## src/rtl/muxtwo_arbiter.sv

```systemverilog
// muxtwo_arbiter: round-robin controller sharing a 2:1 select mux between
// requesters A and B, with bounded bursts and a registered valid/ready
// output stage feeding a single downstream consumer.
module muxtwo_arbiter #(
   parameter int WIDTH     = 1,
   parameter int MAX_BURST = 4
) (
   input  logic             clock,
   input  logic             rst_n,
   input  logic             req_a,
   input  logic [WIDTH-1:0] data_a,
   output logic             ack_a,
   input  logic             req_b,
   input  logic [WIDTH-1:0] data_b,
   output logic             ack_b,
   output logic             sel,
   output logic             out_valid,
   output logic [WIDTH-1:0] out_data,
   input  logic             out_ready,
   output logic             busy
);

   localparam int CNT_W = $clog2(MAX_BURST + 1);

   // Grant encoding keeps sel as a single flop bit (bit 1), so the mux
   // select never glitches when the grant hands over between sides.
   localparam logic [1:0] S_IDLE  = 2'b00;
   localparam logic [1:0] S_GNT_A = 2'b01;
   localparam logic [1:0] S_GNT_B = 2'b10;

   // Count value of the final beat of a burst.
   localparam logic [CNT_W-1:0] BURST_LAST = CNT_W'(MAX_BURST - 1);

   logic [1:0]       r_state;
   logic             r_last;       // 0 = A granted last, 1 = B granted last
   logic [CNT_W-1:0] r_cnt;
   logic             r_out_valid;
   logic [WIDTH-1:0] r_out_data;

   logic [1:0]       w_next_state;
   logic             w_next_last;
   logic [CNT_W-1:0] w_next_cnt;
   logic             w_load_en;
   logic             w_ack_a;
   logic             w_ack_b;
   logic             w_burst_done;

   assign w_load_en    = !r_out_valid || out_ready;
   assign w_ack_a      = (r_state == S_GNT_A) && req_a && w_load_en;
   assign w_ack_b      = (r_state == S_GNT_B) && req_b && w_load_en;
   assign w_burst_done = (r_cnt == BURST_LAST);

   assign ack_a     = w_ack_a;
   assign ack_b     = w_ack_b;
   assign sel       = r_state[1];
   assign out_valid = r_out_valid;
   assign out_data  = r_out_data;
   assign busy      = (r_state != S_IDLE) || r_out_valid;

   // Next grant, last-granted side and burst count.
   always_comb begin
      w_next_state = r_state;
      w_next_last  = r_last;
      w_next_cnt   = r_cnt;
      case (r_state)
         S_IDLE: begin
            if (req_a && (!req_b || r_last)) begin
               w_next_state = S_GNT_A;
               w_next_last  = 1'b0;
               w_next_cnt   = '0;
            end else if (req_b) begin
               w_next_state = S_GNT_B;
               w_next_last  = 1'b1;
               w_next_cnt   = '0;
            end
         end
         S_GNT_A: begin
            if (!req_a) begin
               w_next_cnt = '0;
               if (req_b) begin
                  w_next_state = S_GNT_B;
                  w_next_last  = 1'b1;
               end else begin
                  w_next_state = S_IDLE;
               end
            end else if (w_ack_a) begin
               if (w_burst_done) begin
                  w_next_cnt = '0;
                  if (req_b) begin
                     w_next_state = S_GNT_B;
                     w_next_last  = 1'b1;
                  end
               end else begin
                  w_next_cnt = r_cnt + 1'b1;
               end
            end
         end
         S_GNT_B: begin
            if (!req_b) begin
               w_next_cnt = '0;
               if (req_a) begin
                  w_next_state = S_GNT_A;
                  w_next_last  = 1'b0;
               end else begin
                  w_next_state = S_IDLE;
               end
            end else if (w_ack_b) begin
               if (w_burst_done) begin
                  w_next_cnt = '0;
                  if (req_a) begin
                     w_next_state = S_GNT_A;
                     w_next_last  = 1'b0;
                  end
               end else begin
                  w_next_cnt = r_cnt + 1'b1;
               end
            end
         end
         default: begin
            w_next_state = S_IDLE;
            w_next_cnt   = '0;
         end
      endcase
   end

   // Arbitration state registers; last resets to B so A wins the first tie.
   always_ff @(posedge clock or negedge rst_n) begin
      if (!rst_n) begin
         r_state <= S_IDLE;
         r_last  <= 1'b1;
         r_cnt   <= '0;
      end else begin
         r_state <= w_next_state;
         r_last  <= w_next_last;
         r_cnt   <= w_next_cnt;
      end
   end

   // Output stage: load on an ack, otherwise drain when downstream takes it.
   always_ff @(posedge clock or negedge rst_n) begin
      if (!rst_n) begin
         r_out_valid <= 1'b0;
         r_out_data  <= '0;
      end else if (w_ack_a || w_ack_b) begin
         r_out_valid <= 1'b1;
         r_out_data  <= w_ack_b ? data_b : data_a;
      end else if (out_ready) begin
         r_out_valid <= 1'b0;
      end
   end

endmodule
```

## config.mk

```make
export PLATFORM = sky130hd
export DESIGN_NAME = muxtwo_arbiter
export DESIGN_NICKNAME = d
export VERILOG_FILES = /design/src/rtl/muxtwo_arbiter.sv
export SDC_FILE = /design/constraint.sdc
export NUM_CORES = 1
export LEC_CHECK = 0
export ABC_AREA = 1
export BUFFER_PORTS_ARGS = -buffer_cell sky130_fd_sc_hd__buf_2
export CAP_MARGIN = 20
export CELL_PAD_IN_SITES_DETAIL_PLACEMENT = 0
export CELL_PAD_IN_SITES_GLOBAL_PLACEMENT = 1
export CORE_MARGIN = 1.5
export CORE_UTILIZATION = 39
export DETAILED_ROUTE_END_ITERATION = 8
export PLACE_DENSITY_LB_ADDON = 0.15
export SETUP_SLACK_MARGIN = 0.4
export SYNTH_ARGS = -nofsm -noshare
export SYNTH_HDL_FRONTEND = slang
export SYNTH_SLANG_ARGS = --single-unit
```

## constraint.sdc

```tcl
create_clock -name clock -period 3.7 [get_ports clock]
set_input_delay 1.11 -clock clock [delete_from_list [all_inputs] [get_ports clock]]
set_output_delay 1.11 -clock clock [all_outputs]
set_load 0.1 [all_outputs]
```

==> summary.txt, run 1 <==
Routing
  • Post-DRT Antenna Nets: 0
  • Average vias per placed instance: around 4.7
  • DR DRC count: 0
  • DRT Wirelength: 1150 um
  • Drt initial violations: 9
  • DR WL/cell: 9.66 um
  • Routed via count: 554
  • TritonRoute pass-1 iters: 4

Yosys
  • Main combinational cell family by area after synthesis: simple AND/OR/NAND/NOR gates
  • Synth cell types: 19
  • Mux cell area share after synthesis: 0
  • Mapped Area: 636 um2
  • Syn Area/Cell: 7.22 um2
  • Synth Register Bits: 8
  • Seq/Total Area, Yosys: 0.317
  • Synth Warn #: 0
  • Synth area leader: dfrtp_1
  • Post-synth top area share: 0.276
  • Syn nets: 100
  • Post-Syn Instances: 88
  • Synth top area cells: dfrtp_1 (28%), nand2_1 (13%), ha_1 (9.8%)
  • Simple-gate share of the synthesized area: 0.394
  • Post-Synth XOR/XNOR Area: 0
  • Synth Area in Compound Gates: 0.0846
  • Adder-Cell Fraction of Synth Area: 0.0984

Finish
  • Filler cells: 169
  • Share of cells above drive strength 1: 0.262
  • Diode count: 0
  • Nets: 116
  • Area delta synth->final: 15.0%

Setup path
  • Most used cell, CP: buf_2
  • Slowest-stage cell, CP: buf_2
  • Cell Chain, Critical Path: buf_2 > nand2_2 > inv_1 > nand2_1 > inv_2 > buf_2
  • Critical path buffers and inverters: 4
  • Worst path top cell family by delay: buffers and inverters
  • Worst setup EP type: output port
  • CP Data Arrival Time: 1960 ps
  • CP startpoint kind: input pin
  • Critical Path RT: 2590 ps
  • Crit-path max cell delay: about 410 ps
  • Crit-path max FO: 7
  • Setup Crit Path Kind: input pin to output port

Global route
  • Total grt overflow: 0
  • Number of global-route vias before repair: 509
  • Antenna violations before repair: 0
  • Global-route usage over all layers: 0.150
  • First-pass GRT wire length: 2080 um
  • Largest net degree at the start of global routing: 9

CTS
  • Number of CTS-inserted buffers: 3
  • Worst-skew pair later-pin latency: 260 ps
  • Clock buffer depth: 2
  • CTS hold repair buffers: 0
  • Clk sinks: 8
  • CTS H-tree depth: 1
  • CTS root buffer: clkbuf_4
  • Post-CTS sizing: 0
  • Post-CTS Setup Bufs: 0
  • Reg clk slew, reported paths: 60 ps
  • CTS tree: yes

Timing
  • Final setup viols: 0
  • Slew margin rel.: 0.680
  • Least-Margin Pin Slew: 483 ps
  • Max Clock Freq: between 300 and 400 MHz
  • Pins over their slew limit: 0
  • Final period util: 0.830
  • RSZ-0062 raised after global routing: no
  • Tmin final: 3070 ps
  • Clock skew: 12.7 ps
  • Final Hold Fails: 0
  • Final setup TNS: 0 ps
  • Setup slack after layout: between 600 and 700 ps

Place
  • Port buffer count: 12
  • Routability Congestion: 0.798
  • Hpwl dp: 977 um
  • DP Worst Slack: 625 ps

Floorplanning
  • Io pins: 13
  • Num rows: 14
  • DIE WIDTH: 43.4 um
  • Die Ht: 43.4 um
  • Die Area: 0.00188 mm2
  • Starting density of the core: 0.417
  • Core ar.: roughly 0.0015 mm2

Power
  • Leak pwr: 0.000446 uW
  • Worst VDD drop: 0.000293 V
  • P per Cell Area: 964 mW/mm2
  • Total power: 704 uW

Flow run
  • MaxCap Viol Count: 0

Run status
  • Status: finished clean

Worst hold path
  • Min-delay worst type: register to register
## cell type report
class,count,area [um2],share of cell area
multi-input combinational,64,367,0.502
sequential,8,201,0.276
timing repair buffer,12,60.1,0.0822
inverter,15,56.3,0.0771
clock buffer,4,26.3,0.0360
tap,16,20.0,0.0274
## cells in the final DEF (no fill, tap or decap)
| cell type | n |
|---|---|
| clkbuf_1 | 1 |
| o22ai_1 | 1 |
| nor3_1 | 1 |
| clkbuf_4 | 3 |
| nand3_1 | 10 |
| nand3b_1 | 1 |
| nor2_2 | 1 |
| dfrtp_1 | 7 |
| o21ai_0 | 3 |
| dfstp_2 | 1 |
| nand2_4 | 5 |
| o21ai_1 | 3 |
| ha_1 | 5 |
| inv_1 | 14 |
| nor2_1 | 8 |
| buf_2 | 12 |
| a21o_2 | 1 |
| nand2_2 | 2 |
| inv_2 | 1 |
| nand2_1 | 22 |
| o21ai_2 | 1 |
## power by group
| group | switching (uW) | internal [uW] |
|---|---|---|
| clock | 30.9 | 41.3 |
| combinational | 369 | 117 |
| sequential | 23.1 | 123 |
## worst register-to-register path, stage by stage, from the launching register on
cell and delay [ps]:
dfrtp_1 430, inv_1 110, ha_1 260, nand2_2 130, nand2_4 90, nand2_4 90
nand2_4 50, nor2_1 110, nand3_1 80, nand2_1 70
## layer usage
metal / global-route usage / wire [um] / up-vias
met5: 0 / 0 / -
met3: 0.0375 / 40 / 4
met1: 0.217 / 624 / 234
li1: - / - / 305
met2: 0.209 / 470 / 11
met4: 0.0727 / 15 / 0
## synthesized netlist by cell type (all sizes together)
| master | count |
|---|---|
| a21o | 1 |
| buf | 1 |
| dfrtp | 7 |
| dfstp | 1 |
| ha | 5 |
| inv | 15 |
| nand2 | 29 |
| nand3 | 10 |
| nand3b | 1 |
| nor2 | 9 |
| nor3 | 1 |
| o21ai | 7 |
| o22ai | 1 |
## stage by stage
stage,instance area (um2),util,std cells,hold slack [ps]
3_5_place_dp,704,0.462,115,474
3_3_place_gp,704,0.462,115,458
6_report,731,0.479,119,486
2_1_floorplan,636,-,88,441
5_1_grt,731,0.479,119,520
4_1_cts,731,0.479,119,488
## final timing paths
| path | start | endpoint | slack [ps] | depth (start not counted) |
|---|---|---|---|---|
| hold / removal | r_cnt[2] | r_cnt[2] | 490 | 2 |
| max in group asynchronous | rst_n | r_last | 2770 | 1 |
| setup / recovery | req_a | ack_a | 630 | 6 |
| min in group asynchronous | rst_n | out_valid | 680 | 1 |
| setup reg to reg | r_state[1] | r_state[0] | 2220 | 9 |
| hold reg to reg | r_cnt[2] | r_cnt[2] | 490 | 2 |
## sequential cells by signal, indices dropped and copies added, names as in the netlist
signal / flops
out_data: 1
r_cnt: 3
r_state: 2
out_valid: 1
r_last: 1
## logic make-up (layout without fill, tap and decap cells)
kind of cell / after synthesis / count (layout)
compound gates: 9 / 9
fa+ha+maj: 5 / 5
buf+inv: 16 / 31
flops: 8 / 8
simple gates: 50 / 50
No activity file was read; power rests on OpenSTA's default activity.
==> inputs of run 2 (changes only) <==
--- a/config.mk
+++ b/config.mk
@@ -11,7 +11,7 @@
 export CELL_PAD_IN_SITES_DETAIL_PLACEMENT = 0
 export CELL_PAD_IN_SITES_GLOBAL_PLACEMENT = 1
 export CORE_MARGIN = 1.5
-export CORE_UTILIZATION = 39
+export CORE_UTILIZATION = 33
 export DETAILED_ROUTE_END_ITERATION = 8
 export PLACE_DENSITY_LB_ADDON = 0.15
 export SETUP_SLACK_MARGIN = 0.4
==> constraint.sdc (replaced) <==
create_clock -name clock -period 2.8 [get_ports clock]
set_input_delay 0.84 -clock clock [delete_from_list [all_inputs] [get_ports clock]]
set_output_delay 0.84 -clock clock [all_outputs]
set_load 0.1 [all_outputs]
==> run 2 against run 1 <==
  * Sequential cell count unchanged
  * Register-to-register slack got worse by 810 ps
  * Critical path depth is the same
  * Core utilization fell by 2.8 points
  * First-iteration DRC count decreased by 22%
  * Combinational power is 43% higher
  * Cell area rose by 8.9%
  * Clock skew is 3.8 ps lower
  * Worst hold slack worse by 79 ps
  * Global-route usage down 1.7 points
  * Total power grew 40%
  * Setup slack lost 170 ps
  * Critical path type unchanged
  * Highest routed layer unchanged
==> summary.txt, run 2 (synthesis results as in run 1) <==
Run status
  • Status: finished clean

Finish
  • Final Cell Area: 796 um2 (+8.9%)
  • Flip-flop count of the largest register after layout: 3 (unchanged)
  • Commonest cells after routing, fill and taps aside: nand2_1 (21), inv_1 (12), nand3_1 (10)
  • Most flop-heavy register: r_cnt
  • Nets: 117 (+0.86%)
  • Area delta synth->final: 25.2%
  • Commonest non-fill, non-tap cell in the layout: nand2_1
  • Diode count: 0 (unchanged)
  • Largest registers: r_cnt: 3 flops, r_state: 2 flops
  • Filler cells: 194 (+15%)
  • Share of cells above drive strength 1: 0.337 (+0.0744)

Floorplanning
  • Die Area: 0.00220 mm2 (+17%)
  • DIE WIDTH: 46.9 um (+8.1%)
  • Die Ht: 46.9 um (+8.1%)
  • Num rows: 15 (+1)
  • Starting density of the core: 0.360 (-0.0568)
  • Io pins: 13 (unchanged)
  • Core ar.: 0.00176 mm2 (+16%)

Place
  • Area after DPL: 754 um2 (+7.1%)
  • Port buffer count: 12 (unchanged)
  • Hpwl dp: 1000 um (+2.3%)
  • Routability Congestion: 0.790 (-1.0%)

Timing
  • Tmin final: about 2300 ps
  • Final Hold Fails: 0 (unchanged)
  • Clock skew: 8.92 ps (-3.82 ps)
  • Slew margin rel.: 0.678 (-0.00225)
  • Least-Margin Pin Slew: 486 ps (+3.40 ps)
  • RSZ-0062 raised after global routing: yes
  • Pins over their slew limit: 0 (unchanged)
  • Final setup TNS: 0 ps (unchanged)
  • Max Clock Freq: 428 MHz
  • Final setup viols: 0 (unchanged)
  • Final period util: 0.835

CTS
  • Number of CTS-inserted buffers: 3 (unchanged)
  • CTS H-tree depth: 1 (unchanged)
  • Clk sinks: 8 (unchanged)
  • Worst-skew pair later-pin latency: 260 ps (about the same)
  • Reg clk slew, reported paths: 60 ps (about the same)
  • CTS tree: yes
  • CTS root buffer: clkbuf_4
  • Clock buffer depth: 2 (unchanged)

Routing
  • Average vias per placed instance: 4.37 (-6.1%)
  • Post-DRT Antenna Nets: 0 (unchanged)
  • Wire length on met1: 612 um (-1.9%)
  • TritonRoute pass-1 iters: 4 (unchanged)
  • DR WL/cell: 9.56 um (-1.1%)
  • Met3 routed WL: 58 um (+45%)
  • DRT Wirelength: 1230 um (+7.2%)
  • Uppermost layer routed: met4
  • Drt initial violations: 7 (-2)
  • Met2 wire length: 530 um (+13%)
  • Routed via count: 564 (+1.8%)
  • DR DRC count: 0 (unchanged)

Global route
  • Largest net degree at the start of global routing: 9 (unchanged)
  • Number of global-route vias before repair: 509 (unchanged)
  • Antenna violations before repair: 0 (unchanged)
  • Total grt overflow: 0 (unchanged)
  • Global-route usage over all layers: 0.134 (-0.0166)
  • First-pass GRT wire length: 2040 um (-2.3%)

Setup path
  • CP Data Arrival Time: 1500 ps (-460 ps)
  • Critical Path RT: 1960 ps (-630 ps)
  • Worst setup EP type: output port
  • Crit-path max FO: 3 (-4)
  • Setup Crit Path Kind: input pin to output port
  • CP startpoint kind: input pin

Flow run
  • MaxCap Viol Count: 0 (unchanged)

Worst hold path
  • Min-delay worst type: input pin to async pin

Power
  • Total power: 988 uW (+40%)
  • Leak pwr: 0.000443 uW (-0.68%)
  • P per Cell Area: 1240 mW/mm2 (+29%)
  • Worst VDD drop: 0.000424 V (+45%)
==> run 2: changes by cell type in the layout (fill, tap and decap cells not counted), moves of 2 or more <==
| cell | before | now |
|---|---|---|
| buf_12 | 0 | 2 |
| dfrtp_1 | 7 | 5 |
| ha_1 | 5 | 3 |
| ha_2 | 0 | 2 |
| inv_1 | 14 | 12 |
| buf_2 | 12 | 9 |
| dfrtp_2 | 0 | 2 |
==> run 2: stage by stage <==
step	hold slack (ps)	instances	util	setup slack [ps]
final	407	129	0.451	461
after global routing	407	129	0.451	372
after CTS	407	128	0.443	402
after detailed placement	466	124	0.428	461
after global placement	460	124	0.428	441
after floorplan	441	88	-	411
==> run 2: per-layer routing <==
layer	vias to the layer above	track usage
met5	-	0
met4	0	0.100
met3	2	0.0115
met2	15	0.192
met1	242	0.185
li1	305	-
==> run 2: repair_timing <==
action	CTS	global route
hold buffers	0	0
setup buffers	0	1
resized for setup	0	4
setup endpoints to repair	0	3
==> run 2: layout make-up <==
type | instances | area, um2 | share of cell area
clock buffer | 4 | 26.3 | 0.0330
inverter | 15 | 60.1 | 0.0755
multi-input combinational | 64 | 374 | 0.470
sequential | 8 | 204 | 0.256
tap | 25 | 31.3 | 0.0393
timing repair buffer | 13 | 100 | 0.126
==> run 2: worst paths after layout <==
path                             from    endpoint  slack [ps]  cells after the start
setup / recovery            out_ready       ack_b         460                      6
hold / removal                  rst_n    r_cnt[1]         410                      1
setup reg to reg           r_state[0]  r_state[0]        1410                      9
hold reg to reg              r_cnt[2]    r_cnt[2]         480                      2
max in group asynchronous       rst_n      r_last        2140                      1
min in group clock           r_cnt[2]    r_cnt[2]         480                      2
==> run 2: critical path: stages <==
cell and delay [ps]:
buf_2 100, inv_1 40, nand2_1 70, nand3_1 140, clkinvlp_4 130, buf_12 170
==> run 2: power by group <==
part           switching, uW  internal [uW]  total [uW]
Combinational            504            191         695
Sequential              29.0            165         194
Clock                   44.7           54.9        99.5
Total                    577            411         988
